## src/rtl/ahb_pkg.sv

```systemverilog
// Shared AHB-Lite codes, register offsets and FSM encoding
// for the LED slave.
package ahb_pkg;

    localparam logic [1:0] HTRANS_IDLE   = 2'd0;
    localparam logic [1:0] HTRANS_BUSY   = 2'd1;
    localparam logic [1:0] HTRANS_NONSEQ = 2'd2;
    localparam logic [1:0] HTRANS_SEQ    = 2'd3;

    localparam logic HRESP_OKAY  = 1'b0;
    localparam logic HRESP_ERROR = 1'b1;

    localparam logic [2:0] HSIZE_BYTE = 3'd0;
    localparam logic [2:0] HSIZE_HALF = 3'd1;
    localparam logic [2:0] HSIZE_WORD = 3'd2;

    localparam logic [7:0] OFF_LED_CTRL = 8'h00;
    localparam logic [7:0] OFF_SW_STAT  = 8'h04;
    localparam logic [7:0] OFF_SCRATCH  = 8'h08;
    localparam logic [7:0] OFF_WR_CNT   = 8'h0C;

    typedef enum logic [1:0] {
        ST_IDLE,
        ST_WAIT,
        ST_ERR1,
        ST_ERR2
    } state_t;

    // Little-endian byte-lane enables for an aligned access.
    function automatic logic [3:0] byte_lanes(
        input logic [2:0] size,
        input logic [1:0] lo
    );
        logic [3:0] lanes;
        case (size)
            HSIZE_BYTE: lanes = 4'b0001 << lo;
            HSIZE_HALF: lanes = lo[1] ? 4'b1100 : 4'b0011;
            default:    lanes = 4'b1111;
        endcase
        return lanes;
    endfunction

endpackage

```

## src/rtl/sync_2ff.sv

```systemverilog
// Two-flop synchroniser for asynchronous level inputs.
// Each bit is synchronised independently.
module sync_2ff #(
    parameter int WIDTH = 2
) (
    input  logic             i_clk,
    input  logic             i_rst,
    input  logic [WIDTH-1:0] i_d,
    output logic [WIDTH-1:0] o_q
);

    logic [WIDTH-1:0] r_meta;
    logic [WIDTH-1:0] r_sync;

    always_ff @(posedge i_clk or posedge i_rst) begin
        if (i_rst) begin
            r_meta <= '0;
            r_sync <= '0;
        end else begin
            r_meta <= i_d;
            r_sync <= r_meta;
        end
    end

    assign o_q = r_sync;

endmodule

```

## src/rtl/ahb_lite_led_slave.sv

```systemverilog
// AHB-Lite slave with LED, switch, scratch and write-counter registers,
// configurable wait states and a two-cycle ERROR response.
module ahb_lite_led_slave
    import ahb_pkg::*;
#(
    parameter int WAIT_STATES = 0,
    parameter int ADDR_W      = 12
) (
    input  logic        hclk,
    input  logic        hreset,
    input  logic        hsel,
    input  logic [31:0] haddr,
    input  logic [1:0]  htrans,
    input  logic        hwrite,
    input  logic [2:0]  hsize,
    input  logic [2:0]  hburst,
    input  logic [3:0]  hprot,
    input  logic        hmastlock,
    input  logic [31:0] hwdata,
    input  logic        hready_in,
    output logic        hready_out,
    output logic        hresp,
    output logic [31:0] hrdata,
    input  logic [1:0]  sw,
    output logic [3:0]  led
);

    localparam logic [3:0] WS = 4'(WAIT_STATES);

    state_t      r_state;
    state_t      w_state_nx;
    logic [3:0]  r_cnt;
    logic [3:0]  w_cnt_nx;
    logic        r_dp_valid;
    logic        w_dp_nx;

    logic        r_write;
    logic [2:0]  r_size;
    logic [1:0]  r_lo;
    // one-hot: [0] LED_CTRL, [1] SW_STAT, [2] SCRATCH, [3] WR_CNT
    logic [3:0]  r_hit;

    logic [3:0]  r_led;
    logic [31:0] r_scratch;
    logic [31:0] r_wr_cnt;
    logic [1:0]  w_sw;

    logic              w_hready;
    logic              w_hresp;
    logic [31:0]       w_rdata;
    logic              w_active;
    logic              w_accept;
    logic              w_final;
    logic              w_commit;
    logic [3:0]        w_lanes;
    logic [ADDR_W-1:0] w_off;
    logic [3:0]        w_hit;
    logic              w_mapped;
    logic              w_ro;
    logic              w_misalign;
    logic              w_badsize;
    logic              w_err;
    logic              w_unused;

    assign w_unused = ^{hburst, hprot, hmastlock, haddr[31:ADDR_W]};

    sync_2ff #(
        .WIDTH(2)
    ) u_sw_sync (
        .i_clk(hclk),
        .i_rst(hreset),
        .i_d  (sw),
        .o_q  (w_sw)
    );

    assign w_off = {haddr[ADDR_W-1:2], 2'b00};
    assign w_hit = {
        w_off == ADDR_W'(OFF_WR_CNT),
        w_off == ADDR_W'(OFF_SCRATCH),
        w_off == ADDR_W'(OFF_SW_STAT),
        w_off == ADDR_W'(OFF_LED_CTRL)
    };

    assign w_mapped   = |w_hit;
    assign w_ro       = w_hit[1] | w_hit[3];
    assign w_badsize  = hsize > HSIZE_WORD;
    assign w_misalign = ((hsize == HSIZE_HALF) & haddr[0])
                      | ((hsize == HSIZE_WORD) & (|haddr[1:0]));
    assign w_err      = ~w_mapped | (hwrite & w_ro) | w_badsize | w_misalign;

    assign w_active = (htrans == HTRANS_NONSEQ) | (htrans == HTRANS_SEQ);
    assign w_accept = hsel & hready_in & w_active & w_hready;
    assign w_final  = r_dp_valid & w_hready;
    assign w_commit = w_final & r_write;
    assign w_lanes  = byte_lanes(r_size, r_lo);

    always_comb begin
        w_hready = 1'b1;
        w_hresp  = HRESP_OKAY;
        unique case (r_state)
            ST_IDLE: ;
            ST_WAIT: w_hready = (r_cnt == 4'd0);
            ST_ERR1: begin
                w_hready = 1'b0;
                w_hresp  = HRESP_ERROR;
            end
            ST_ERR2: w_hresp = HRESP_ERROR;
        endcase
    end

    // Any state with hready high is a point where a new
    // address phase may start, including ERR2.
    always_comb begin
        w_state_nx = r_state;
        w_cnt_nx   = r_cnt;
        w_dp_nx    = r_dp_valid;
        if (r_state == ST_ERR1) begin
            w_state_nx = ST_ERR2;
        end else if (!w_hready) begin
            w_cnt_nx = r_cnt - 4'd1;
        end else if (w_accept) begin
            if (w_err) begin
                w_state_nx = ST_ERR1;
                w_dp_nx    = 1'b0;
            end else if (WAIT_STATES > 0) begin
                w_state_nx = ST_WAIT;
                w_cnt_nx   = WS;
                w_dp_nx    = 1'b1;
            end else begin
                w_state_nx = ST_IDLE;
                w_dp_nx    = 1'b1;
            end
        end else begin
            w_state_nx = ST_IDLE;
            w_dp_nx    = 1'b0;
        end
    end

    always_ff @(posedge hclk or posedge hreset) begin
        if (hreset) begin
            r_state    <= ST_IDLE;
            r_cnt      <= 4'd0;
            r_dp_valid <= 1'b0;
        end else begin
            r_state    <= w_state_nx;
            r_cnt      <= w_cnt_nx;
            r_dp_valid <= w_dp_nx;
        end
    end

    always_ff @(posedge hclk or posedge hreset) begin
        if (hreset) begin
            r_write <= 1'b0;
            r_size  <= 3'd0;
            r_lo    <= 2'd0;
            r_hit   <= 4'd0;
        end else if (w_accept) begin
            r_write <= hwrite;
            r_size  <= hsize;
            r_lo    <= haddr[1:0];
            r_hit   <= w_hit;
        end
    end

    always_ff @(posedge hclk or posedge hreset) begin
        if (hreset) begin
            r_led     <= 4'd0;
            r_scratch <= 32'd0;
            r_wr_cnt  <= 32'd0;
        end else if (w_commit) begin
            r_wr_cnt <= r_wr_cnt + 32'd1;
            if (r_hit[0] && w_lanes[0]) begin
                r_led <= hwdata[3:0];
            end
            if (r_hit[2]) begin
                for (int i = 0; i < 4; i++) begin
                    if (w_lanes[i]) begin
                        r_scratch[8*i +: 8] <= hwdata[8*i +: 8];
                    end
                end
            end
        end
    end

    always_comb begin
        w_rdata = 32'd0;
        if (w_final && !r_write) begin
            unique case (1'b1)
                r_hit[0]: w_rdata = {28'd0, r_led};
                r_hit[1]: w_rdata = {30'd0, w_sw};
                r_hit[2]: w_rdata = r_scratch;
                r_hit[3]: w_rdata = r_wr_cnt;
                default:  w_rdata = 32'd0;
            endcase
        end
    end

    assign hready_out = w_hready;
    assign hresp      = w_hresp;
    assign hrdata     = w_rdata;
    assign led        = r_led;

endmodule

```

## config.mk

```make
export PLATFORM = sky130hd
export DESIGN_NAME = ahb_lite_led_slave
export DESIGN_NICKNAME = d
export VERILOG_FILES = /design/src/rtl/ahb_pkg.sv /design/src/rtl/sync_2ff.sv /design/src/rtl/ahb_lite_led_slave.sv
export SDC_FILE = /design/constraint.sdc
export NUM_CORES = 1
export LEC_CHECK = 0
export CAP_MARGIN = 20
export CORE_ASPECT_RATIO = 1.25
export CORE_MARGIN = 10
export CORE_UTILIZATION = 48
export DETAILED_ROUTE_END_ITERATION = 7
export PLACE_DENSITY_LB_ADDON = 0.3
export SLEW_MARGIN = 20
export SYNTH_ARGS = -nofsm -noshare
export SYNTH_HDL_FRONTEND = slang
export SYNTH_HIERARCHICAL = 1
export SYNTH_SLANG_ARGS = --single-unit
```

## constraint.sdc

```tcl
create_clock -name hclk -period 3.5 [get_ports hclk]
set_input_delay 0.7 -clock hclk [delete_from_list [all_inputs] [get_ports hclk]]
set_output_delay 0.7 -clock hclk [all_outputs]
set_load 0.005 [all_outputs]
```

==> reports/metrics.cfg, run 1 <==
[job]
max-cap-violations = 0

[floorplan]
die_area_um2 = 12800
die_h_um = 124
row_count = 37
core-area_um2 = 8330
start_util_pct = 50.0
fp.dieW_um = 103
io_pins = 122

[synth]
synthFlopType = dfrtp_1
synth_seq_cells = 89
yosysWarnings = 6
synth.distinct_cells = 38
syn_area_per_cell_um2 = 11.4
synthTopCellsByCount = dfrtp_1, nor2_1, mux2_2
yosysTopAreaCellShare_pct = 53.4
syn_area_um2 = 4170
async_flop_share_pct = 100
synth-edff-count = 0
synth_area_leader_cell = dfrtp_1
synthCells = 366
yosys-top-cells-area = dfrtp_1, mux2_2, xnor2_1
yosysMostFrequentCell = dfrtp_1
synth_nets = 452
ys_seq_area_share_pct = 53.4

[cells_and_area]
finish.instance_area_um2 = 5420
multi_input_area_um2 = 1840
syn2layout_area_growth_pct = 30.1
fill_cells = 661
antenna_cells = 0
drive_above_1_share_pct = 15.6
regArea_um2 = 2230
final_cells = 560
nNetsFinal = 544

[critical_path]
worst-path-max-fanout = 19
startpoint_type = flop
worstPathRequired_ps = 2800
critPathKind = flop to output pin
cp-end-kind = output pin
cp_data_arrival_time_ps = 2590

[power_and_ir_drop]
p_per_area_nw_per_um2 = 412
p_leak_nw = 2.18
ir_drop_mv = 0.303

[global_routing]
grt_first_pass_wirelength_um = 16000
grt_pass1_vias = 3217
antenna_found_initial = 0
grt_usage_pct = 15.8
overflow = 0
grt_max_degree = 49

[routing]
num_vias = 3131
wl_met1_um = 4060
detail-route-antenna-nets = 0
route.detailed.drc = 0
drtIter0Drc = 140
firstDrtPassIters = 4
top_layer = met4
avgViaCountPerCell = 5.59
wl_per_cell_um = 17.7
drt-total-wl_um = 9900
wl_met2_um = 5090
wl_met3_um = 547

[outcome]
outcome = complete, no violations

[timing]
slew_headroom_pct = 55.2
timing.fmax_ghz = 0.304
setup_viol_count_final = 0
drv_slew = 0
hold_viol = 0
clock_skew_ps = 6.73
min_period_ps = 3290
setup_tns_ps = 0
fin_crit_sh_pct = 93.9
rsz0062_at_grt = no
tightest_slew_ps = 667

[cts]
holdBufCountCts = 0
clk_pin_slew_ps = 90
post_cts_resized = 0
numCtsBuffers = 9
post-cts-setup-buffers = 0
cts_root_buf = clkbuf_8
clock-sinks = 89
htreeDepth = 3
cts.path.max_buffers = 2
cts_tree = built
clk_latency_ps = 350

[place]
placed_cell_area_um2 = 5180
numPortBuffers = 92
dp.final_hpwl_um = 7310
place_inst = 544
place_congestion = 0.820

[worst_hold_path]
hold_path.class = flop to flop

==> metrics by stage <==
step           setup WS [ps]  power, mW  hold WS, ps  utilization [%]
2_1_floorplan            607       1.32          331                -
3_3_place_gp             644       1.43          332             62.2
3_5_place_dp             610       1.44          345             62.2
4_1_cts                  202       2.26          365             65.1
5_1_grt                 17.5       2.35          370             65.1
6_report                 212       2.23          364             65.1
==> power by group <==
group	total (mW)	leakage [nW]	switching (mW)	internal (mW)
combinational	0.281	0.898	0.123	0.158
sequential	1.14	1.15	0.0478	1.09
clock	0.815	0.123	0.354	0.461
==> state kept, by name, summed over array words and instances, names as in the netlist <==
| signal | count |
|---|---|
| r_scratch | 32 |
| r_wr_cnt | 32 |
| led | 4 |
| r_cnt | 4 |
| r_hit | 4 |
| r_size | 3 |
| r_lo | 2 |
| r_state | 2 |
| u_sw_sync/o_q | 2 |
| u_sw_sync/r_meta | 2 |
| r_dp_valid | 1 |
| r_write | 1 |
==> worst max-delay path, stage by stage, from the launching register on <==
cell             delay [ps]
dfrtp_1                 390
inv_1                   100
ha_1                    220
and4bb_1                220
or2_1                   210
nand3_1                 170
buf_4                   240
nor2_1                  160
clkdlybuf4s50_1         530
==> final cells by class <==
cell class | instances | share of cell area, %
Sequential cell | 89 | 41.1
Multi-Input combinational cell | 254 | 33.9
Timing Repair Buffer | 97 | 17.9
Clock buffer | 12 | 3.05
Tap cell | 97 | 2.24
Clock inverter | 4 | 1.36
Inverter | 7 | 0.508
==> worst paths after layout <==
check	end	cells after the start	slack, ps	startpoint
setup reg to reg	r_hit[0]	7	1110	r_cnt[0]
hold / removal	u_sw_sync/o_q[1]	0	360	u_sw_sync/r_meta[1]
hold reg to reg	u_sw_sync/o_q[1]	0	360	u_sw_sync/r_meta[1]
min in group asynchronous	u_sw_sync/r_meta[0]	2	580	hreset
setup / recovery	hrdata[27]	8	210	r_cnt[0]
max in group asynchronous	r_scratch[18]	3	2070	hreset
==> cells in the final DEF (no fill, tap or decap), types with 3 or more instances in the layout <==
master / netlist / final
a21oi_1: 5 / 5
a22oi_1: 32 / 32
and3_1: 7 / 7
buf_4: 0 / 4
clkbuf_8: 0 / 12
clkdlybuf4s50_1: 0 / 92
dfrtp_1: 89 / 89
inv_1: 7 / 6
mux2_2: 34 / 34
mux2_4: 8 / 8
nand2_1: 20 / 20
nand2_2: 3 / 3
nand3_1: 26 / 26
nand4_1: 7 / 7
nor2_1: 37 / 37
nor3_1: 5 / 5
nor4_1: 4 / 4
o21ai_0: 7 / 7
xnor2_1: 31 / 31
xor2_1: 3 / 3
==> logic make-up after synthesis <==
group | count (synthesis) | share of synthesized area [%]
xor gates and xnor gates | 34 | 7.14
buffers and inverters | 23 | 2.52
AOI/OAI and AO/OA | 53 | 9.21
muxes | 42 | 12.1
adders and majority gates | 2 | 0.600
DFF | 89 | 53.4
and+or+nand+nor | 123 | 15.0
==> routing by layer <==
metal | track usage, % | vias up
met1 | 18.3 | 1541
met4 | 6.45 | 0
li1 | - | 1492
met5 | 0 | -
met2 | 27.2 | 81
met3 | 3.88 | 17
Power figures use the tool's default switching activity.
==> inputs of run 2 (changes only) <==
--- a/config.mk
+++ b/config.mk
@@ -16,3 +16,4 @@
 export SYNTH_HDL_FRONTEND = slang
 export SYNTH_HIERARCHICAL = 1
 export SYNTH_SLANG_ARGS = --single-unit
+export TNS_END_PERCENT = 30
==> results of run 2 <==
Final layout, timing and power as in run 1 (identical DEF).
